**src/rtl/instruction_fetch_unit.sv**
```systemverilog
`default_nettype none
// instruction_fetch_unit: RV32I IF stage owning the PC, the instruction-memory read
// port and the IF/ID register; squashes wrong-path fetches including in-flight misses.
module instruction_fetch_unit #(
    parameter logic [31:0] RESET_VECTOR = 32'h0000_0000,
    parameter logic [31:0] NOP_INSTR    = 32'h0000_0013
) (
    input  logic        CLK,
    input  logic        RESET,
    input  logic        PC_MUX_CONTROL,
    input  logic [31:0] BRANCH_OR_JUMP_ADDR,
    input  logic        REG_FLUSH,
    input  logic        HOLD,
    output logic [31:0] INSTR_MEM_ADDRESS,
    output logic        INSTR_MEM_READ,
    input  logic [31:0] INSTR_MEM_READDATA,
    input  logic        INSTR_MEM_BUSYWAIT,
    output logic [31:0] IF_ID_PC,
    output logic [31:0] IF_ID_INSTR,
    output logic        IF_ID_VALID
);

    typedef enum logic [0:0] {
        RUN     = 1'b0,
        DISCARD = 1'b1
    } state_t;

    state_t      state_q, state_d;
    logic [31:0] pc_q, pc_d;
    logic [31:0] pend_q, pend_d;
    logic [31:0] ifid_pc_q, ifid_pc_d;
    logic [31:0] ifid_instr_q, ifid_instr_d;
    logic        ifid_valid_q, ifid_valid_d;

    logic        redir;
    logic [31:0] target;

    assign redir  = PC_MUX_CONTROL | REG_FLUSH;
    assign target = BRANCH_OR_JUMP_ADDR & ~32'h0000_0003;

    // Memory port depends only on registered PC and RESET, never on the redirect.
    assign INSTR_MEM_ADDRESS = pc_q;
    assign INSTR_MEM_READ    = ~RESET;

    assign IF_ID_PC    = ifid_pc_q;
    assign IF_ID_INSTR = ifid_instr_q;
    assign IF_ID_VALID = ifid_valid_q;

    always_comb begin
        state_d      = state_q;
        pc_d         = pc_q;
        pend_d       = pend_q;
        ifid_pc_d    = ifid_pc_q;
        ifid_instr_d = ifid_instr_q;
        ifid_valid_d = ifid_valid_q;

        if (!HOLD) begin
            ifid_pc_d    = 32'h0;
            ifid_instr_d = NOP_INSTR;
            ifid_valid_d = 1'b0;

            unique case (state_q)
                RUN: begin
                    if (redir) begin
                        if (!INSTR_MEM_BUSYWAIT) begin
                            pc_d = target;
                        end else begin
                            // Keep PC (and so the memory address) stable until the miss retires.
                            pend_d  = target;
                            state_d = DISCARD;
                        end
                    end else if (!INSTR_MEM_BUSYWAIT) begin
                        ifid_pc_d    = pc_q;
                        ifid_instr_d = INSTR_MEM_READDATA;
                        ifid_valid_d = 1'b1;
                        pc_d         = pc_q + 32'd4;
                    end
                end
                DISCARD: begin
                    if (redir) begin
                        pend_d = target;
                        if (!INSTR_MEM_BUSYWAIT) begin
                            pc_d    = target;
                            state_d = RUN;
                        end
                    end else if (!INSTR_MEM_BUSYWAIT) begin
                        pc_d    = pend_q;
                        state_d = RUN;
                    end
                end
                default: begin
                    state_d = RUN;
                end
            endcase
        end
    end

    always_ff @(posedge CLK) begin
        if (RESET) begin
            state_q      <= RUN;
            pc_q         <= RESET_VECTOR;
            pend_q       <= 32'h0;
            ifid_pc_q    <= 32'h0;
            ifid_instr_q <= NOP_INSTR;
            ifid_valid_q <= 1'b0;
        end else begin
            state_q      <= state_d;
            pc_q         <= pc_d;
            pend_q       <= pend_d;
            ifid_pc_q    <= ifid_pc_d;
            ifid_instr_q <= ifid_instr_d;
            ifid_valid_q <= ifid_valid_d;
        end
    end

endmodule
`default_nettype wire

```
**config.mk**
```make
export PLATFORM = sky130hd
export DESIGN_NAME = instruction_fetch_unit
export DESIGN_NICKNAME = d
export VERILOG_FILES = /design/src/rtl/instruction_fetch_unit.sv
export SDC_FILE = /design/constraint.sdc
export NUM_CORES = 1
export LEC_CHECK = 0
export ABC_CLOCK_PERIOD_IN_PS = 2490
export CELL_PAD_IN_SITES_DETAIL_PLACEMENT = 1
export CELL_PAD_IN_SITES_GLOBAL_PLACEMENT = 1
export CORE_AREA = 4 4 133 135
export DETAILED_ROUTE_END_ITERATION = 7
export DIE_AREA = 0 0 137 139
export PLACE_DENSITY_LB_ADDON = 0.1
export REMOVE_ABC_BUFFERS = 1
export SYNTH_ARGS = -nofsm -noshare
export SYNTH_HDL_FRONTEND = slang
export SYNTH_SLANG_ARGS = --single-unit
```
**constraint.sdc**
```tcl
create_clock -name CLK -period 2.49 [get_ports CLK]
set_clock_uncertainty 0.05 [all_clocks]
set_input_delay 0.498 -clock CLK [delete_from_list [all_inputs] [get_ports CLK]]
set_output_delay 0.498 -clock CLK [all_outputs]
set_load 0.01 [all_outputs]
```
==> results.txt, run 1 <==
----------------------------------------------------
[Logic synthesis]
  Mean instance size in the synthesized netlist ... 8.076 um2
  Number of instances in the synthesized netlist ... 688
  Post-synth design cell area ... 5557 um2
  Post-synthesis sequential area ratio ... 46.12%
  Synth warn ... 0
  Register bit count reported by yosys ... 128
  Count of flip-flops with a built-in enable after synthesis ... 0
  Share of async-settable or async-resettable flops after synthesis ... 0%
  Yosys cell types ... 49
  Main flop type after synthesis ... sky130_fd_sc_hd__dfxtp_1
  Synth area leaders ... sky130_fd_sc_hd__dfxtp_1 (46%), sky130_fd_sc_hd__a22oi_1 (8.5%), sky130_fd_sc_hd__nand2_1 (6.4%)
  Proportion of netlist area held by the largest area contributor ... 46.12%
  Library cell with the largest summed area after synthesis ... sky130_fd_sc_hd__dfxtp_1

[Min path]
  Worst min-delay path class ... in2reg

[Routing]
  Overall routed net length ... 20940 um
  Pre-antenna DRT Iters ... 4
  Routed length per instance ... 18.95 um
  Residual antenna-violating net count after detailed routing ... 0
  Overall via count from detail_route ... 5972
  Drt drc ... 0
  DRT iter0 DRCs ... 375
  Via density per instance ... 5.405

[Power and ir drop]
  Peak VDD IR ... 433.2 uV
  Static leakage ... 0.003054 uW
  Power density normalized to cell area ... 663.5 nW/um2

[Global routing]
  First-pass GRT wire length ... 33560 um
  Grt ovf ... 0
  Largest net degree at the start of global routing ... 115
  All-layer global routing usage ... 22.00%
  Initial antenna violation count ... 0
  Via count of the first global-routing pass ... 6192

[Clocking]
  Clk slew on worst S/H paths ... 0.06 ns
  Sink Count ... 128
  Buffer type at the clock tree root ... sky130_fd_sc_hd__clkbuf_16
  Count of cells resized by post-cts repair ... 0
  Clock tree from TritonCTS ... built
  CTS H-tree depth ... 4
  Insertion delay of the later-clocked pin in the worst-skew pair ... 0.41 ns
  Number of hold-repair buffers added at the cts stage ... 0
  Buffer depth of the longest clock path ... 2
  Postcts setup bufs ... 0
  Clock buffer count from CTS ... 17

[Setup path]
  Largest fanout on the critical path ... 5
  CP Launch Point ... INSTR_MEM_ADDRESS[2]
  Worst path slowest cell ... sky130_fd_sc_hd__nor4_1
  Crit path arrival time ... 2.60 ns
  Worst setup EP type ... register
  Launch instance of the worst register-to-register path ... INSTR_MEM_ADDRESS[2]
  Worst Reg-to-Reg Cells ... 7
  Startpoint types ... register
  Required time of the critical path ... 2.80 ns
  Class of the most critical setup path ... reg2reg
  Flop-to-flop setup slack ... 0.20 ns
  Crit path cell chain ... ha_1 > nand3_2 > buf_4 > nor4_1 > nand2_1 > or4_1 > nand3_1
  Capturing element of the worst setup path ... INSTR_MEM_ADDRESS[26]
  Reg2Reg Capture Point ... INSTR_MEM_ADDRESS[26]
  Slowest Stage Delay on Critical Path ... 0.48 ns

[Cells and area]
  P&R area growth vs syn ... 51.25%
  Leading cell type in the layout, fill and taps excluded ... sky130_fd_sc_hd__clkdlybuf4s50_1
  Proportion of layout cells with a drive suffix above 1 ... 11.64%
  Final #Nets ... 943
  Storage cell area ... 2562 um2
  Fill cell instance count of the final layout ... 1965
  Utilization after layout ... 51.04%
  Count of inserted antenna diode cells ... 0
  Most frequent cells in the layout ... sky130_fd_sc_hd__clkdlybuf4s50_1 (163), sky130_fd_sc_hd__dfxtp_1 (128), sky130_fd_sc_hd__nand2_1 (95), sky130_fd_sc_hd__nor2_1 (88), sky130_fd_sc_hd__a21oi_1 (67)
  Area of the multi-input gates ... 2764 um2

[Placement]
  Number of buffers added on ports ... 165
  Hpwl dp ... 14710 um
  Weighted congestion at the end of routability-driven global placement ... 0.8174

[STA]
  RSZ-0062 raised after global routing ... no
  Worst-Margin Slew ... 0.6304 ns
  Share of the clock period used by the worst path after layout ... 92.11%
  Final-layout setup total negative slack ... 0 ns
  Fin crit period ... 2.293 ns
  Worst slew slack as a fraction of its limit ... 57.98%
  Hold violation count in the final report ... 0
  Number of max-slew violations in the final report ... 0
  Final setup violating endpoints ... 0
  Fmax ... 0.4360 GHz

[Floorplan]
  Area of the core ... 16470 um2
  Die X-Extent ... 137 um
  Std-Cell Rows ... 47
  Die area ... 19040 um2
  Starting density of the core ... 33.75%
  Number of top-level pins ... 168
  Die height ... 139 um

[Status]
  Run status ... finished, final reports clean

[Flow run]
  Count of max-cap constraint violations ... 0

----------------------------------------------------
-- critical path, delay by kind of cell, from the launching register on --
family / cells / cell delay, ns
DFF: 1 / 0.33
and+or+nand+nor: 5 / 1.39
buffers and inverters: 1 / 0.19
adders and majority gates: 1 / 0.27
-- kinds of logic (layout without fill, tap and decap cells) --
| family | Yosys count | in the layout | synth area share (%) |
|---|---|---|---|
| fa+ha+maj | 1 | 1 | 0.2251 |
| mux | 11 | 11 | 1.982 |
| buf+inv | 64 | 261 | 4.391 |
| xor+xnor | 1 | 1 | 0.1577 |
| flops | 128 | 128 | 46.12 |
| compound gates | 196 | 196 | 22.81 |
| simple gates | 287 | 287 | 24.32 |
-- metrics by stage --
stage | area (um2) | worst slack [ns] | hold slack, ns | instances | total power (uW)
6_report | 8404 | 0.1966 | 0.3179 | 1105 | 5576
5_1_grt | 8404 | 0.01194 | 0.3038 | 1105 | 5792
4_1_cts | 8404 | 0.1993 | 0.2969 | 1105 | 5620
3_5_place_dp | 7745 | -0.05764 | 0.4001 | 1073 | 2865
3_3_place_gp | 7745 | 0.03691 | 0.3924 | 1073 | 2837
2_1_floorplan | 5331 | -1.236 | 0.3800 | 629 | 2431
-- metal layers --
layer  vias to the layer above  track usage, %  routed length (um)
li1                       2858               -                   -
met1                      2939           28.44                9283
met2                       150           36.97               10330
met3                        25           4.898                1028
met4                         0           5.620                 297
met5                         -               0                   0
-- report_power, final --
part	internal, uW	total (uW)	switching, uW
clock	1830	2750	921
combinational	307	660	353
sequential	2110	2160	49.7
-- sequential cells by signal (all words and copies together), names as in the netlist --
signal	cells
state_q	1
INSTR_MEM_ADDRESS	32
IF_ID_PC	32
IF_ID_INSTR	32
IF_ID_VALID	1
pend_q	30
-- cell type report --
cell class / instances / share of cell area (%)
clock buffers: 23 / 6.044
well taps: 220 / 3.275
repair buffers: 224 / 25.28
multi-input cells: 496 / 32.89
inverters: 5 / 0.2233
flip-flops and latches: 128 / 30.49
clock inverters: 9 / 1.801
-- synth_stat cells, drive strengths merged (3+ instances only) --
cell type	instances
or4	6
o311ai	3
nand4	11
o21ai	18
a21oi	67
buf	6
o22ai	9
a31oi	9
nand2	95
nor3b	4
and4	3
o211ai	7
o41ai	3
a22oi	63
nor3	9
and3	5
clkbuf	53
a311oi	3
nand3b	3
nor4	7
nand3	43
inv	5
dfxtp	128
mux2i	11
a32o	4
nor2	90
or3	4
-- worst min path at each step --
stage | startpoint | end | slack (ns) | depth (start not counted)
after global placement | pend_q[7] | pend_q[7] | 0.39 | 2
after floorplan | pend_q[3] | pend_q[3] | 0.38 | 2
after CTS | RESET | pend_q[26] | 0.30 | 2
after detailed placement | pend_q[31] | pend_q[31] | 0.40 | 2
after global routing | RESET | pend_q[24] | 0.30 | 2
final | RESET | pend_q[26] | 0.32 | 2
No activity file was read; power rests on OpenSTA's default activity.
==> run 2: changes to the inputs <==
Settings changed: CELL_PAD_IN_SITES_GLOBAL_PLACEMENT 1 to 2, CORE_AREA 4 4 133 135 to 4 4 152 154, DIE_AREA 0 0 137 139 to 0 0 156 158, RECOVER_POWER from default to 25.
==> run 2 against run 1 <==
Compared with the run above: combinational power up 0.6%; fmax shrank 1.3%; routed wire length grew 4.3%; register-to-register slack lost 0.03 ns; clock power grew 5%; sequential share of layout area fell by 0.45 points; critical path type unchanged.
==> results.txt, run 2 (synthesis gave the netlist of run 1 again) <==
----------------------------------------------------
[Status]
  Run status ... finished, final reports clean (unchanged)

[Cells and area]
  Proportion of layout cells with a drive suffix above 1 ... 11.05% (was 11.64%)
  Leading cell type in the layout, fill and taps excluded ... sky130_fd_sc_hd__dfxtp_1 (was sky130_fd_sc_hd__clkdlybuf4s50_1)
  Number of cells in the finished layout apart from fillers ... 1167 (was 1105)
  P&R area growth vs syn ... 53.52% (was 51.25%)
  Fill cell instance count of the final layout ... 2555 (was 1965)
  Final #Nets ... 945 (was 943)
  Count of inserted antenna diode cells ... 0 (unchanged)
  Storage cell area ... 2562 um2 (unchanged)
  Area of the multi-input gates ... 2756 um2 (was 2764 um2)
  Most frequent cells in the layout ... sky130_fd_sc_hd__dfxtp_1 (128), sky130_fd_sc_hd__clkdlybuf4s50_1 (117), sky130_fd_sc_hd__nand2_1 (95), sky130_fd_sc_hd__nor2_1 (89), sky130_fd_sc_hd__a21oi_1 (67) (was sky130_fd_sc_hd__clkdlybuf4s50_1 (163), sky130_fd_sc_hd__dfxtp_1 (128), sky130_fd_sc_hd__nand2_1 (95), sky130_fd_sc_hd__nor2_1 (88), sky130_fd_sc_hd__a21oi_1 (67))

[STA]
  Number of max-slew violations in the final report ... 0 (unchanged)
  Smallest hold slack ... 0.4011 ns (was 0.3179 ns)
  Fin crit period ... 2.324 ns (was 2.293 ns)
  Hold violation count in the final report ... 0 (unchanged)
  Worst slew slack as a fraction of its limit ... 55.76% (was 57.98%)
  Final setup violating endpoints ... 0 (unchanged)
  Share of the clock period used by the worst path after layout ... 93.33% (was 92.11%)
  RSZ-0062 raised after global routing ... no (unchanged)
  Worst-Margin Slew ... 0.6637 ns (was 0.6304 ns)
  Fmax ... 0.4303 GHz (was 0.4360 GHz)

[Min path]
  Capture endpoint of the worst hold path ... pend_q[27] (was pend_q[26])
  Worst min-delay path class ... in2reg (unchanged)
  Hold wc startpoint ... RESET (unchanged)
  Number of cells on the worst hold path ... 2 (unchanged)

[Power and ir drop]
  Peak VDD IR ... 557.4 uV (was 433.2 uV)
  Register share of total power ... 37.9% (was 38.8%)
  Share of power burned in the clock network ... 50.5% (was 49.4%)
  Total net switching power ... 1374 uW (was 1324 uW)
  Portion of total power attributed to combinational logic ... 11.6% (was 11.8%)
  Switching part of the total power ... 24.06% (was 23.74%)
  Int Power ... 4336 uW (was 4252 uW)
  Power density normalized to cell area ... 669.4 nW/um2 (was 663.5 nW/um2)
  Static leakage ... 0.003213 uW (was 0.003054 uW)

[Global routing]
  First-pass GRT wire length ... 34890 um (was 33560 um)
  All-layer global routing usage ... 17.85% (was 22.00%)
  Via count of the first global-routing pass ... 6424 (was 6192)
  Largest net degree at the start of global routing ... 60 (was 115)
  Initial antenna violation count ... 0 (unchanged)
  Grt ovf ... 0 (unchanged)

[Routing]
  Residual antenna-violating net count after detailed routing ... 0 (unchanged)
  Via density per instance ... 5.090 (was 5.405)
  Routed length per instance ... 18.71 um (was 18.95 um)
  Overall via count from detail_route ... 5940 (was 5972)
  Pre-antenna DRT Iters ... 4 (unchanged)
  DRT iter0 DRCs ... 284 (was 375)
  Overall routed net length ... 21840 um (was 20940 um)
  Drt drc ... 0 (unchanged)

[Setup path]
  Required time of the critical path ... 2.80 ns (about the same)
  Startpoint types ... register (unchanged)
  Reg2Reg Capture Point ... INSTR_MEM_ADDRESS[30] (was INSTR_MEM_ADDRESS[26])
  Launch instance of the worst register-to-register path ... INSTR_MEM_ADDRESS[3] (was INSTR_MEM_ADDRESS[2])
  Crit path arrival time ... 2.63 ns (was 2.60 ns)
  CP Launch Point ... INSTR_MEM_ADDRESS[3] (was INSTR_MEM_ADDRESS[2])
  Worst setup EP type ... register (unchanged)
  Class of the most critical setup path ... reg2reg (unchanged)
  Largest fanout on the critical path ... 4 (was 5)
  Flop-to-flop setup slack ... 0.17 ns (was 0.20 ns)
  Worst Reg-to-Reg Cells ... 6 (was 7)

[Floorplan]
  Die area ... 24650 um2 (was 19040 um2)
  Die X-Extent ... 156 um (was 137 um)
  Starting density of the core ... 25.62% (was 33.75%)
  Area of the core ... 21690 um2 (was 16470 um2)
  Die height ... 158 um (was 139 um)
  Number of top-level pins ... 168 (unchanged)
  Std-Cell Rows ... 54 (was 47)

[Clocking]
  Clock buffer count from CTS ... 17 (unchanged)
  Clk slew on worst S/H paths ... 0.06 ns (about the same)
  Buffer type at the clock tree root ... sky130_fd_sc_hd__clkbuf_16 (unchanged)
  Clock tree from TritonCTS ... built (unchanged)
  Insertion delay of the later-clocked pin in the worst-skew pair ... 0.42 ns (was 0.41 ns)
  Count of cells resized by post-cts repair ... 0 (unchanged)
  Number of hold-repair buffers added at the cts stage ... 0 (unchanged)
  Postcts setup bufs ... 0 (unchanged)
  CTS H-tree depth ... 4 (unchanged)
  Buffer depth of the longest clock path ... 2 (unchanged)
  Sink Count ... 128 (unchanged)

[Placement]
  Hpwl dp ... 15450 um (was 14710 um)
  Number of buffers added on ports ... 165 (unchanged)
  Placed instance count ... 1135 (was 1073)
  Weighted congestion at the end of routability-driven global placement ... 0.8421 (was 0.8174)

[Flow run]
  Count of max-cap constraint violations ... 0 (unchanged)

----------------------------------------------------
## run 2: cell count changes in the layout (fill, tap and decap cells not counted), sizes merged, moves of 2 or more
cell	change
bufinv	+2
clkdlybuf4s50	-46
inv	+2
clkinv	-2
dlygate4sd3	+46
## run 2: layout make-up
cell class	count	share of cell area, %
Timing Repair Buffer	226	25.39
Clock buffer	20	5.236
Clock inverter	12	2.699
Tap cell	280	4.107
Sequential cell	128	30.04
Inverter	5	0.2200
Multi-Input combinational cell	496	32.31
## run 2: layer usage
metal  routed length (um)  track usage [%]  part of all wire (%)
met1                10050            22.32                    46
met2                10590            31.21                    48
met5                    0                0                     0
met4                  251            5.336                   1.1
met3                  954            3.417                   4.4
## run 2: power groups by stage
stage	clock, uW	sequential, uW	combinational (uW)
6_report	2880	2160	664
5_1_grt	3040	2170	729
4_1_cts	2960	2160	681
3_5_place_dp	0	2210	676
3_3_place_gp	0	2200	661
2_1_floorplan	0	2240	193
## run 2: worst max-delay path, cell delays in order (launching register included)
cell,delay [ns]
sky130_fd_sc_hd__dfxtp_1,0.33
sky130_fd_sc_hd__ha_1,0.24
sky130_fd_sc_hd__nand3_1,0.24
sky130_fd_sc_hd__nor4_4,0.39
sky130_fd_sc_hd__or4b_1,0.50
sky130_fd_sc_hd__or4_1,0.42
sky130_fd_sc_hd__nand3_1,0.09
## run 2: per-stage QoR
stage | utilization, % | area (um2) | setup slack [ns] | power, uW | setup TNS, ns
after floorplan | - | 5331 | -1.236 | 2431 | -106.07
after global placement | 36.30 | 7873 | 0.05599 | 2865 | 0
after detailed placement | 36.30 | 7873 | 0.01434 | 2885 | 0
after CTS | 39.42 | 8549 | 0.2372 | 5805 | 0
after global routing | 39.33 | 8531 | 0.02126 | 5942 | 0
final | 39.33 | 8531 | 0.1662 | 5710 | 0
## run 2: worst max path at each step
stage,slack [ns],to,cells after the start
after global placement,0.06,INSTR_MEM_ADDRESS[26],5
after floorplan,-1.24,IF_ID_INSTR[10],4
after global routing,0.02,INSTR_MEM_ADDRESS[20],8
final,0.17,INSTR_MEM_ADDRESS[30],6
after CTS,0.24,INSTR_MEM_ADDRESS[31],5
after detailed placement,0.01,INSTR_MEM_ADDRESS[26],5
==> run 3: changes to the inputs <==
Settings changed: ABC_CLOCK_PERIOD_IN_PS 2490 to default.
==> results of run 3 <==
Same layout as run 2: the final DEF is identical, and so are final timing and power.
